[src/rtl/rf_wr_sched.sv]
// rf_wr_sched: shares the single register-file write port between the
// pipeline WB stage and a buffered long-latency result stream, and keeps a
// pending-destination scoreboard for decode hazard detection.
module rf_wr_sched #(
  parameter int FIFO_DEPTH   = 2,
  parameter int STARVE_LIMIT = 4
) (
  input  logic        CLK,
  input  logic        RESET,
  // pipeline writeback
  input  logic        WB_WE,
  input  logic [4:0]  WB_ADDR,
  input  logic [31:0] WB_DATA,
  output logic        WB_HOLD,
  // long-latency unit
  input  logic        LL_ISSUE,
  input  logic [4:0]  LL_ISSUE_ADDR,
  input  logic        LL_VALID,
  input  logic [4:0]  LL_ADDR,
  input  logic [31:0] LL_DATA,
  output logic        LL_READY,
  // decode hazard interface
  input  logic [4:0]  ID_RA1,
  input  logic [4:0]  ID_RA2,
  input  logic [4:0]  ID_WA,
  input  logic        ID_WE,
  output logic        STALL,
  output logic [31:0] PENDING,
  // register file write port
  output logic        RF_WE,
  output logic [4:0]  RF_WA,
  output logic [31:0] RF_WD
);

  localparam int PW = (FIFO_DEPTH > 1) ? $clog2(FIFO_DEPTH) : 1;
  localparam int CW = PW + 1;
  localparam logic [CW-1:0] FULL_CNT  = CW'(FIFO_DEPTH);
  localparam logic [3:0]    LIMIT     = 4'(STARVE_LIMIT);
  localparam logic [3:0]    STARVE_MAX = 4'hF;

  // ------------------------------------------------------------------
  // FIFO control state
  // ------------------------------------------------------------------
  logic [PW-1:0] wr_ptr_q, wr_ptr_d;
  logic [PW-1:0] rd_ptr_q, rd_ptr_d;
  logic [CW-1:0] count_q,  count_d;

  logic          fifo_empty;
  logic          fifo_full;
  logic          push;
  logic          pop;
  logic [4:0]    head_addr;
  logic [31:0]   head_data;

  logic [4:0]    ent_addr [FIFO_DEPTH];
  logic [31:0]   ent_data [FIFO_DEPTH];

  // Occupancy flags come from registered state only, so a same-cycle pop
  // never lets a full buffer accept a new result.
  always_comb begin
    fifo_empty = (count_q == '0);
    fifo_full  = (count_q == FULL_CNT);
  end

  // Handshake: WB owns the port whenever it writes; the head drains otherwise.
  always_comb begin
    push = LL_VALID && !fifo_full;
    pop  = !WB_WE && !fifo_empty;
  end

  // Pointer and occupancy update; pointers wrap naturally at FIFO_DEPTH.
  always_comb begin
    wr_ptr_d = wr_ptr_q;
    rd_ptr_d = rd_ptr_q;
    count_d  = count_q;
    if (push) begin
      wr_ptr_d = wr_ptr_q + PW'(1);
    end
    if (pop) begin
      rd_ptr_d = rd_ptr_q + PW'(1);
    end
    case ({push, pop})
      2'b10:   count_d = count_q + CW'(1);
      2'b01:   count_d = count_q - CW'(1);
      default: count_d = count_q;
    endcase
  end

  // FIFO control registers.
  always_ff @(posedge CLK or posedge RESET) begin
    if (RESET) begin
      wr_ptr_q <= '0;
      rd_ptr_q <= '0;
      count_q  <= '0;
    end else begin
      wr_ptr_q <= wr_ptr_d;
      rd_ptr_q <= rd_ptr_d;
      count_q  <= count_d;
    end
  end

  // ------------------------------------------------------------------
  // FIFO storage: one register pair per entry. Payload needs no reset
  // because occupancy alone decides whether an entry is meaningful.
  // ------------------------------------------------------------------
  genvar gi;
  generate
    for (gi = 0; gi < FIFO_DEPTH; gi++) begin : g_entry
      logic [4:0]  addr_q, addr_d;
      logic [31:0] data_q, data_d;
      logic        wr_sel;

      // Capture the incoming result when this slot is the write target.
      always_comb begin
        wr_sel = push && (wr_ptr_q == PW'(gi));
        addr_d = wr_sel ? LL_ADDR : addr_q;
        data_d = wr_sel ? LL_DATA : data_q;
      end

      // Entry payload registers.
      always_ff @(posedge CLK) begin
        addr_q <= addr_d;
        data_q <= data_d;
      end

      assign ent_addr[gi] = addr_q;
      assign ent_data[gi] = data_q;
    end
  endgenerate

  // Head of queue; a freshly pushed entry is only visible after its edge.
  always_comb begin
    head_addr = ent_addr[rd_ptr_q];
    head_data = ent_data[rd_ptr_q];
  end

  // ------------------------------------------------------------------
  // Write port select
  // ------------------------------------------------------------------
  // WB has absolute priority; r0 writes are suppressed but still consume
  // their slot; reset forces the enable low regardless of other inputs.
  always_comb begin
    RF_WE = 1'b0;
    RF_WA = 5'd0;
    RF_WD = 32'd0;
    if (WB_WE) begin
      RF_WE = (WB_ADDR != 5'd0);
      RF_WA = WB_ADDR;
      RF_WD = WB_DATA;
    end else if (!fifo_empty) begin
      RF_WE = (head_addr != 5'd0);
      RF_WA = head_addr;
      RF_WD = head_data;
    end
    if (RESET) begin
      RF_WE = 1'b0;
    end
  end

  // ------------------------------------------------------------------
  // Pending-destination scoreboard
  // ------------------------------------------------------------------
  logic [31:0] pending_q, pending_d;

  // Issue sets, pop clears; a same-cycle set on the popped bit survives.
  always_comb begin
    pending_d = pending_q;
    for (int i = 1; i < 32; i++) begin
      if (pop && (head_addr == 5'(i))) begin
        pending_d[i] = 1'b0;
      end
      if (LL_ISSUE && (LL_ISSUE_ADDR == 5'(i))) begin
        pending_d[i] = 1'b1;
      end
    end
    pending_d[0] = 1'b0;
  end

  // Scoreboard register.
  always_ff @(posedge CLK or posedge RESET) begin
    if (RESET) begin
      pending_q <= '0;
    end else begin
      pending_q <= pending_d;
    end
  end

  // RAW on either source and WAW on the destination, from registered state.
  always_comb begin
    STALL = pending_q[ID_RA1] | pending_q[ID_RA2] | (ID_WE & pending_q[ID_WA]);
  end

  assign PENDING = pending_q;

  // ------------------------------------------------------------------
  // Starvation guard
  // ------------------------------------------------------------------
  logic [3:0] starve_q, starve_d;
  logic       wb_hold_q, wb_hold_d;

  // Count cycles the head loses to WB; any pop restarts the count.
  always_comb begin
    starve_d = starve_q;
    if (pop) begin
      starve_d = 4'd0;
    end else if (!fifo_empty && WB_WE && (starve_q != STARVE_MAX)) begin
      starve_d = starve_q + 4'd1;
    end
    wb_hold_d = (starve_d >= LIMIT);
  end

  // Starve counter and hold request registers.
  always_ff @(posedge CLK or posedge RESET) begin
    if (RESET) begin
      starve_q  <= 4'd0;
      wb_hold_q <= 1'b0;
    end else begin
      starve_q  <= starve_d;
      wb_hold_q <= wb_hold_d;
    end
  end

  assign WB_HOLD  = wb_hold_q;
  assign LL_READY = !fifo_full;

endmodule

[config.mk]
export PLATFORM = sky130hd
export DESIGN_NAME = rf_wr_sched
export DESIGN_NICKNAME = d
export VERILOG_FILES = /design/src/rtl/rf_wr_sched.sv
export SDC_FILE = /design/constraint.sdc
export NUM_CORES = 1
export LEC_CHECK = 0
export BUFFER_PORTS_ARGS = -buffer_cell sky130_fd_sc_hd__clkbuf_2
export CAP_MARGIN = 20
export CORE_UTILIZATION = 38
export CTS_CLUSTER_SIZE = 25
export DETAILED_ROUTE_END_ITERATION = 6
export PLACE_DENSITY = 0.69
export SYNTH_ARGS = -nofsm -noshare
export SYNTH_HDL_FRONTEND = slang
export SYNTH_SLANG_ARGS = --single-unit
[constraint.sdc]
create_clock -name CLK -period 3.6 [get_ports CLK]
set_input_delay 0.36 -clock CLK [delete_from_list [all_inputs] [get_ports CLK]]
set_output_delay 0.36 -clock CLK [all_outputs]
set_load 0.03 [all_outputs]
==> results.ini, run 1 <==
[status]
outcome = complete, no violations

[sta]
tns_ns = 0
clock.fmax_mhz = 398
period_minus_slack_ns = 2.51
worst_pin_slew_ns = 0.964
rsz0062_at_grt = no
fin_worst_skew_ns = 0.0117
setup_viol = 0
drv_slew = 0
final.period_utilization_pct = 69.8
finalHoldViolations = 0
slew-limit-headroom_pct = 35.7

[logic_synthesis]
synth_cells = 463
ys_ff_latch = 114
synth_cell_types = 48
avgSynthCellArea_um2 = 12.2
synth_top_area_share_pct = 39.3
yosysMostFrequentCell = o21ai_0
synth_common_cells = 103 x o21ai_0, 74 x edfxtp_1, 45 x nand2_1
synthesis.nets = 565
netlist_area_mm2 = 0.00566
synthArstFlopShare_pct = 35.1
synth_flop_cell = edfxtp_1
yosysWarnings = 0
synth_area_leaders = edfxtp_1 39%, dfrtp_1 18%, o21ai_0 9.1%
synth_edf_count = 74
synth.largest_area_cell = edfxtp_1
ys_seq_area_share_pct = 57.0

[run]
maxCapViolations = 0

[drt]
dr.pass1.iters = 5
vias_per_cell = 5.48
drc = 0
wirelength_um = 14900
drt_iter0_markers = 372
postRouteAntennaNets = 0
wl_per_cell_um = 17.9
vias = 4564

[global_route]
grt_pass1_vias = 4475
grt_pass1_wl_um = 23100
grt-ovfl-total = 0
grt_usage_pct = 20.2
grt_max_degree = 42
grt_antenna_before_repair = 0

[cts]
ctsHtreeMaxLevel = 4
cts_made_buffers = 17
clk_latency_ns = 0.41
hold_buffers = 0
clk_pin_slew_worst_paths_ns = 0.06
cts.path.max_buffers = 2
cts_resized = 0
cts-root-buf = clkbuf_16
clock-sinks = 114
cts_tree = done
post_cts_buffers = 0

[critical_path]
r2r_start = rd_ptr_q
worstPathMaxFanout = 40
critPathLaunch = rd_ptr_q
critPathLaunchType = flop
cp.required_ns = 3.24
cp.arrival_ns = 2.15
cp-end-kind = output pin
crit_type = reg -> out

[die]
initial_core_util_pct = 38.9
die_y_um = 124
io_pins = 173
die_width_um = 124
num_rows = 44
die_area_mm2 = 0.0154
core-area_mm2 = 0.0145

[layout]
fill_cells = 1314
areaGrowthSynthToFinish_pct = 28.7
nNetsFinal = 738
final_layout_size_suffix_gt1_share_pct = 36.1
n_antenna_cell = 0
design_area_mm2 = 0.00728

[power]
irDropWorstVdd_mv = 0.453
p_leak_nw = 3.09
power_density_mw_per_mm2 = 859
total_power_mw = 6.25

[placement]
hpwl_um = 11100
gp_congestion = 0.860
dpl-instance-area_mm2 = 0.00667
io_buffers = 171

[hold_path]
hp-class = in -> reg
min-delay-start = LL_DATA[22]

cell families after synthesis:
| group | after synthesis | synth area share, % |
|---|---|---|
| adder cells (fa/ha/maj) | 2 | 0.442 |
| AND/OR/NAND/NOR | 110 | 9.73 |
| AO/OA/AOI/OAI | 132 | 12.9 |
| other | 1 | 0.0663 |
| XOR/XNOR | 7 | 1.08 |
| flip-flops | 114 | 57.0 |
| multiplexers | 66 | 16.0 |
| buffers and inverters | 31 | 2.79 |
path summary, 6_finish.rpt:
path                                              end  slack, ns  depth (start not counted)
worst min register to register               wr_ptr_q       0.54                          1
max in group asynchronous                 PENDING[11]       2.71                          3
worst max register to register            PENDING[23]       1.36                          6
worst max-delay path                         RF_WA[0]       1.09                          5
worst min-delay path            g_entry[0].data_q[22]       0.13                          1
min in group asynchronous                    rd_ptr_q       0.20                          2
routing by layer:
layer / part of all wire (%) / up-vias / track usage [%]
li1: - / 2105 / -
met1: 43 / 2208 / 26.2
met2: 47 / 241 / 33.5
met3: 8.8 / 10 / 5.08
met4: 0.79 / 0 / 5.73
met5: 0 / - / 0
layout by cell type (no fill, tap or decap), types with 2 or more instances in the layout:
cell	count
bufinv_16	2
inv_6	7
nand4_1	4
a32oi_1	4
mux4_1	4
nand2_1	45
clkbuf_16	17
mux2_2	4
buf_4	5
mux2i_1	44
or2_2	2
mux4_2	14
a21oi_1	7
xnor2_1	6
o21ai_0	103
clkinvlp_4	2
a221oi_1	2
edfxtp_1	74
nand2b_1	11
a311oi_1	2
a22oi_1	2
nand3_1	9
nor2_1	11
nand3b_1	2
inv_1	8
clkinv_4	2
clkbuf_2	171
or4_1	2
nor2b_1	11
nor3_1	2
nor3b_1	3
ha_1	2
a2bb2oi_1	2
dfrtp_1	39
a31oi_1	3
through the flow:
step	util [%]	setup slack (ns)	hold slack (ns)	instances
after floorplan	-	0.676	0.459	463
after global placement	45.9	1.32	0.530	800
after detailed placement	45.9	1.30	0.540	800
after CTS	50.0	1.08	0.123	832
after global routing	50.1	0.940	0.125	833
final	50.1	1.09	0.134	833
critical path: stages, from the launching register on:
cell and delay (ns):
dfrtp_2 0.46, buf_4 0.58, nor2b_1 0.18, a21oi_1 0.22, o21ai_0 0.11, clkbuf_2 0.20
layout make-up:
type	count	area, µm²	share of cell area (%)
sequential	114	3220	44.3
multi-input combinational	318	2290	31.4
clock inverter	15	170	2.34
inverter	8	30.0	0.412
tap	184	230	3.16
clock buffer	17	425	5.84
timing repair buffer	177	913	12.5
power breakdown:
part	switching [mW]	leakage, nW	total (mW)	internal (mW)
clock	0.637	0.288	1.68	1.04
sequential	0.405	1.17	2.25	1.85
combinational	1.50	1.63	2.33	0.831
registers in the layout, indices dropped and copies added (netlist names):
| name | cells |
|---|---|
| count_q | 2 |
| starve_q | 4 |
| g_entry.data_q | 64 |
| PENDING | 31 |
| g_entry.addr_q | 10 |
| wr_ptr_q | 1 |
| WB_HOLD | 1 |
| rd_ptr_q | 1 |
Note: power is estimated with default switching activity, not from simulation.
==> run 2, diff against run 1 <==
- PLACE_DENSITY: 0.69 -> 0.71
- clock period: 3.6 -> 2.25 ns (I/O delays scaled with it)
==> results.ini, run 2 (synthesis gave the netlist of run 1 again) <==
[sta]
setup_viol = 1  ; +1
slew-limit-headroom_pct = 65.8  ; +30 points
period_minus_slack_ns = 2.25
rsz0062_at_grt = yes
final.period_utilization_pct = 100
worst_pin_slew_ns = 0.513  ; -0.451 ns
fin_ws_ns = -0.00236  ; -1.09 ns
drv_slew = 0  ; unchanged
finalHoldViolations = 0  ; unchanged
tns_ns = -0.00236  ; -0.00236 ns
fin_worst_skew_ns = 0.00566  ; -0.00601 ns
clock.fmax_mhz = 444
whs_ns = 0.0160  ; -0.118 ns

[die]
die_y_um = 124  ; unchanged
core-area_mm2 = 0.0145  ; unchanged
num_rows = 44  ; unchanged
die_width_um = 124  ; unchanged
initial_core_util_pct = 38.9  ; unchanged
io_pins = 173  ; unchanged
die_area_mm2 = 0.0154  ; unchanged

[critical_path]
slowest_stage = mux4_2
crit_type = reg -> out
cp.required_ns = 2.03  ; -1.21 ns
r2r.worst_path.cells = 5  ; -1
cp-end-kind = output pin
cp.arrival_ns = 2.03  ; -0.12 ns
r2r_slack_ns = 0.36  ; -1.00 ns
worstPathMaxFanout = 5  ; -88%
critical_path.cell_chain = mux4_2 > o2111ai_2 > and4_1 > nand3_2 > buf_8
critPathLaunchType = flop
cp_slowest_stage_delay_ns = 0.48  ; -0.10 ns

[drt]
wl_per_cell_um = 17.9  ; +0.28%
dr.pass1.iters = 5  ; unchanged
vias = 4800  ; +5.2%
drt_iter0_markers = 337  ; -9.4%
drc = 0  ; unchanged
postRouteAntennaNets = 0  ; unchanged
vias_per_cell = 5.46  ; -0.33%
wirelength_um = 15800  ; +5.8%

[layout]
largest_reg_flops = 64  ; unchanged
design_area_mm2 = 0.00780  ; +7.1%
final_layout_size_suffix_gt1_share_pct = 40.0  ; +3.9 points
fill_cells = 1239  ; -5.7%
final_common_cell = clkbuf_2
nNetsFinal = 784  ; +6.2%
register_area_mm2 = 0.00324  ; +0.58%
regMostFlops = g_entry.data_q
n_antenna_cell = 0  ; unchanged
areaGrowthSynthToFinish_pct = 37.9
final_cell_mix = 170 x clkbuf_2, 103 x o21ai_0, 74 x edfxtp_1
multiInputGateArea_mm2 = 0.00233  ; +1.9%

[power]
irDropWorstVdd_mv = 0.772  ; +70%
p_switching_mw = 4.13  ; +63%
switching_share_pct = 39.1  ; -1.6 points
power.internal_mw = 6.45  ; +74%
clkPwrFrac_pct = 26.2  ; -0.6 points
p_leak_nw = 3.29  ; +6.5%
comb_power_share_pct = 39.1  ; +1.9 points
power_density_mw_per_mm2 = 1360  ; +58%
power_frac_seq_pct = 34.7  ; -1.3 points

[cts]
clock-sinks = 114  ; unchanged
cts-root-buf = clkbuf_16
cts_tree = done
clk_pin_slew_worst_paths_ns = 0.06  ; about the same
cts_made_buffers = 17  ; unchanged
clk_latency_ns = 0.41  ; about the same
ctsHtreeMaxLevel = 4  ; unchanged
cts.path.max_buffers = 2  ; unchanged

[placement]
io_buffers = 171  ; unchanged
hpwl_um = 11700  ; +5.5%
gp_congestion = 0.874  ; +1.6%
dpl-instance-area_mm2 = 0.00676  ; +1.4%

[global_route]
grt_antenna_before_repair = 0  ; unchanged
grt_max_degree = 41  ; -2.4%
grt-ovfl-total = 0  ; unchanged
grt_pass1_vias = 4655  ; +4.0%
grt_pass1_wl_um = 24100  ; +4.3%
grt_usage_pct = 21.2  ; +0.98 points

[status]
outcome = finished, violations left
failed_checks = setup timing

[hold_path]
hp-class = in -> reg
whs_path_depth = 1  ; unchanged

[run]
maxCapViolations = 0  ; unchanged

-- run 2: cell types whose count changed in the layout (fill, tap and decap cells not counted), sizes merged --
cell / before / now
inv: 16 / 9
bufinv: 2 / 4
clkinvlp: 2 / 4
dlygate4sd3: 0 / 26
clkinv: 3 / 5
buf: 6 / 27
-- run 2: metal layers --
| metal | share of wire (%) | global-route usage [%] |
|---|---|---|
| met2 | 48 | 34.5 |
| met5 | 0 | 0 |
| met1 | 43 | 27.9 |
| met3 | 8.0 | 4.85 |
| met4 | 1.4 | 7.07 |
-- run 2: power groups by stage --
stage | clock (mW) | sequential [mW] | combinational (mW)
6_report | 2.77 | 3.67 | 4.13
5_1_grt | 2.90 | 3.73 | 4.45
4_1_cts | 2.81 | 3.64 | 4.04
3_5_place_dp | 0 | 3.67 | 3.83
3_3_place_gp | 0 | 3.62 | 3.76
2_1_floorplan | 0 | 3.93 | 2.14
-- run 2: final timing paths --
path | from | to
worst max-delay path | PENDING[6] | STALL
worst min-delay path | LL_DATA[27] | g_entry[0].data_q[27]
worst max register to register | rd_ptr_q | PENDING[21]
worst min register to register | starve_q[1] | starve_q[1]
max in group asynchronous | RESET | rd_ptr_q
min in group asynchronous | RESET | count_q[1]
-- run 2: per-stage QoR --
stage                     total power, mW  std cells  utilization (%)  setup slack (ns)
final                                10.6        879             53.7          -0.00236
after global routing                 11.1        879             53.7           -0.0838
after CTS                            10.5        875             53.2           -0.0294
after detailed placement             7.50        809             46.5             0.209
after global placement               7.38        809             46.5             0.248
after floorplan                      6.07        463                -            0.0937
-- run 2: layout make-up --
class                           instances  share of cell area [%]
Timing Repair Buffer                  223                    17.3
Tap cell                              184                    2.95
Clock buffer                           18                    5.50
Inverter                                8                   0.385
Sequential cell                       114                    41.6
Clock inverter                         14                    2.41
Multi-Input combinational cell        318                    29.9
-- run 2: critical path, delay by kind of cell (launching register included) --
kind | cells | cell delay, ns
multiplexers | 1 | 0.48
flip-flops | 1 | 0.45
AND/OR/NAND/NOR | 2 | 0.35
AO/OA/AOI/OAI | 1 | 0.20
buffers and inverters | 1 | 0.14
-- run 2: repair_timing --
action | in CTS | in global routing
resized for setup | 15 | 17
hold buffers | 26 | 0
cloned | 0 | 0
endpoints found under the hold margin | 89 | 0
pin swaps | 1 | 0
setup endpoints to repair | 4 | 4
buffers inserted | 8 | 4
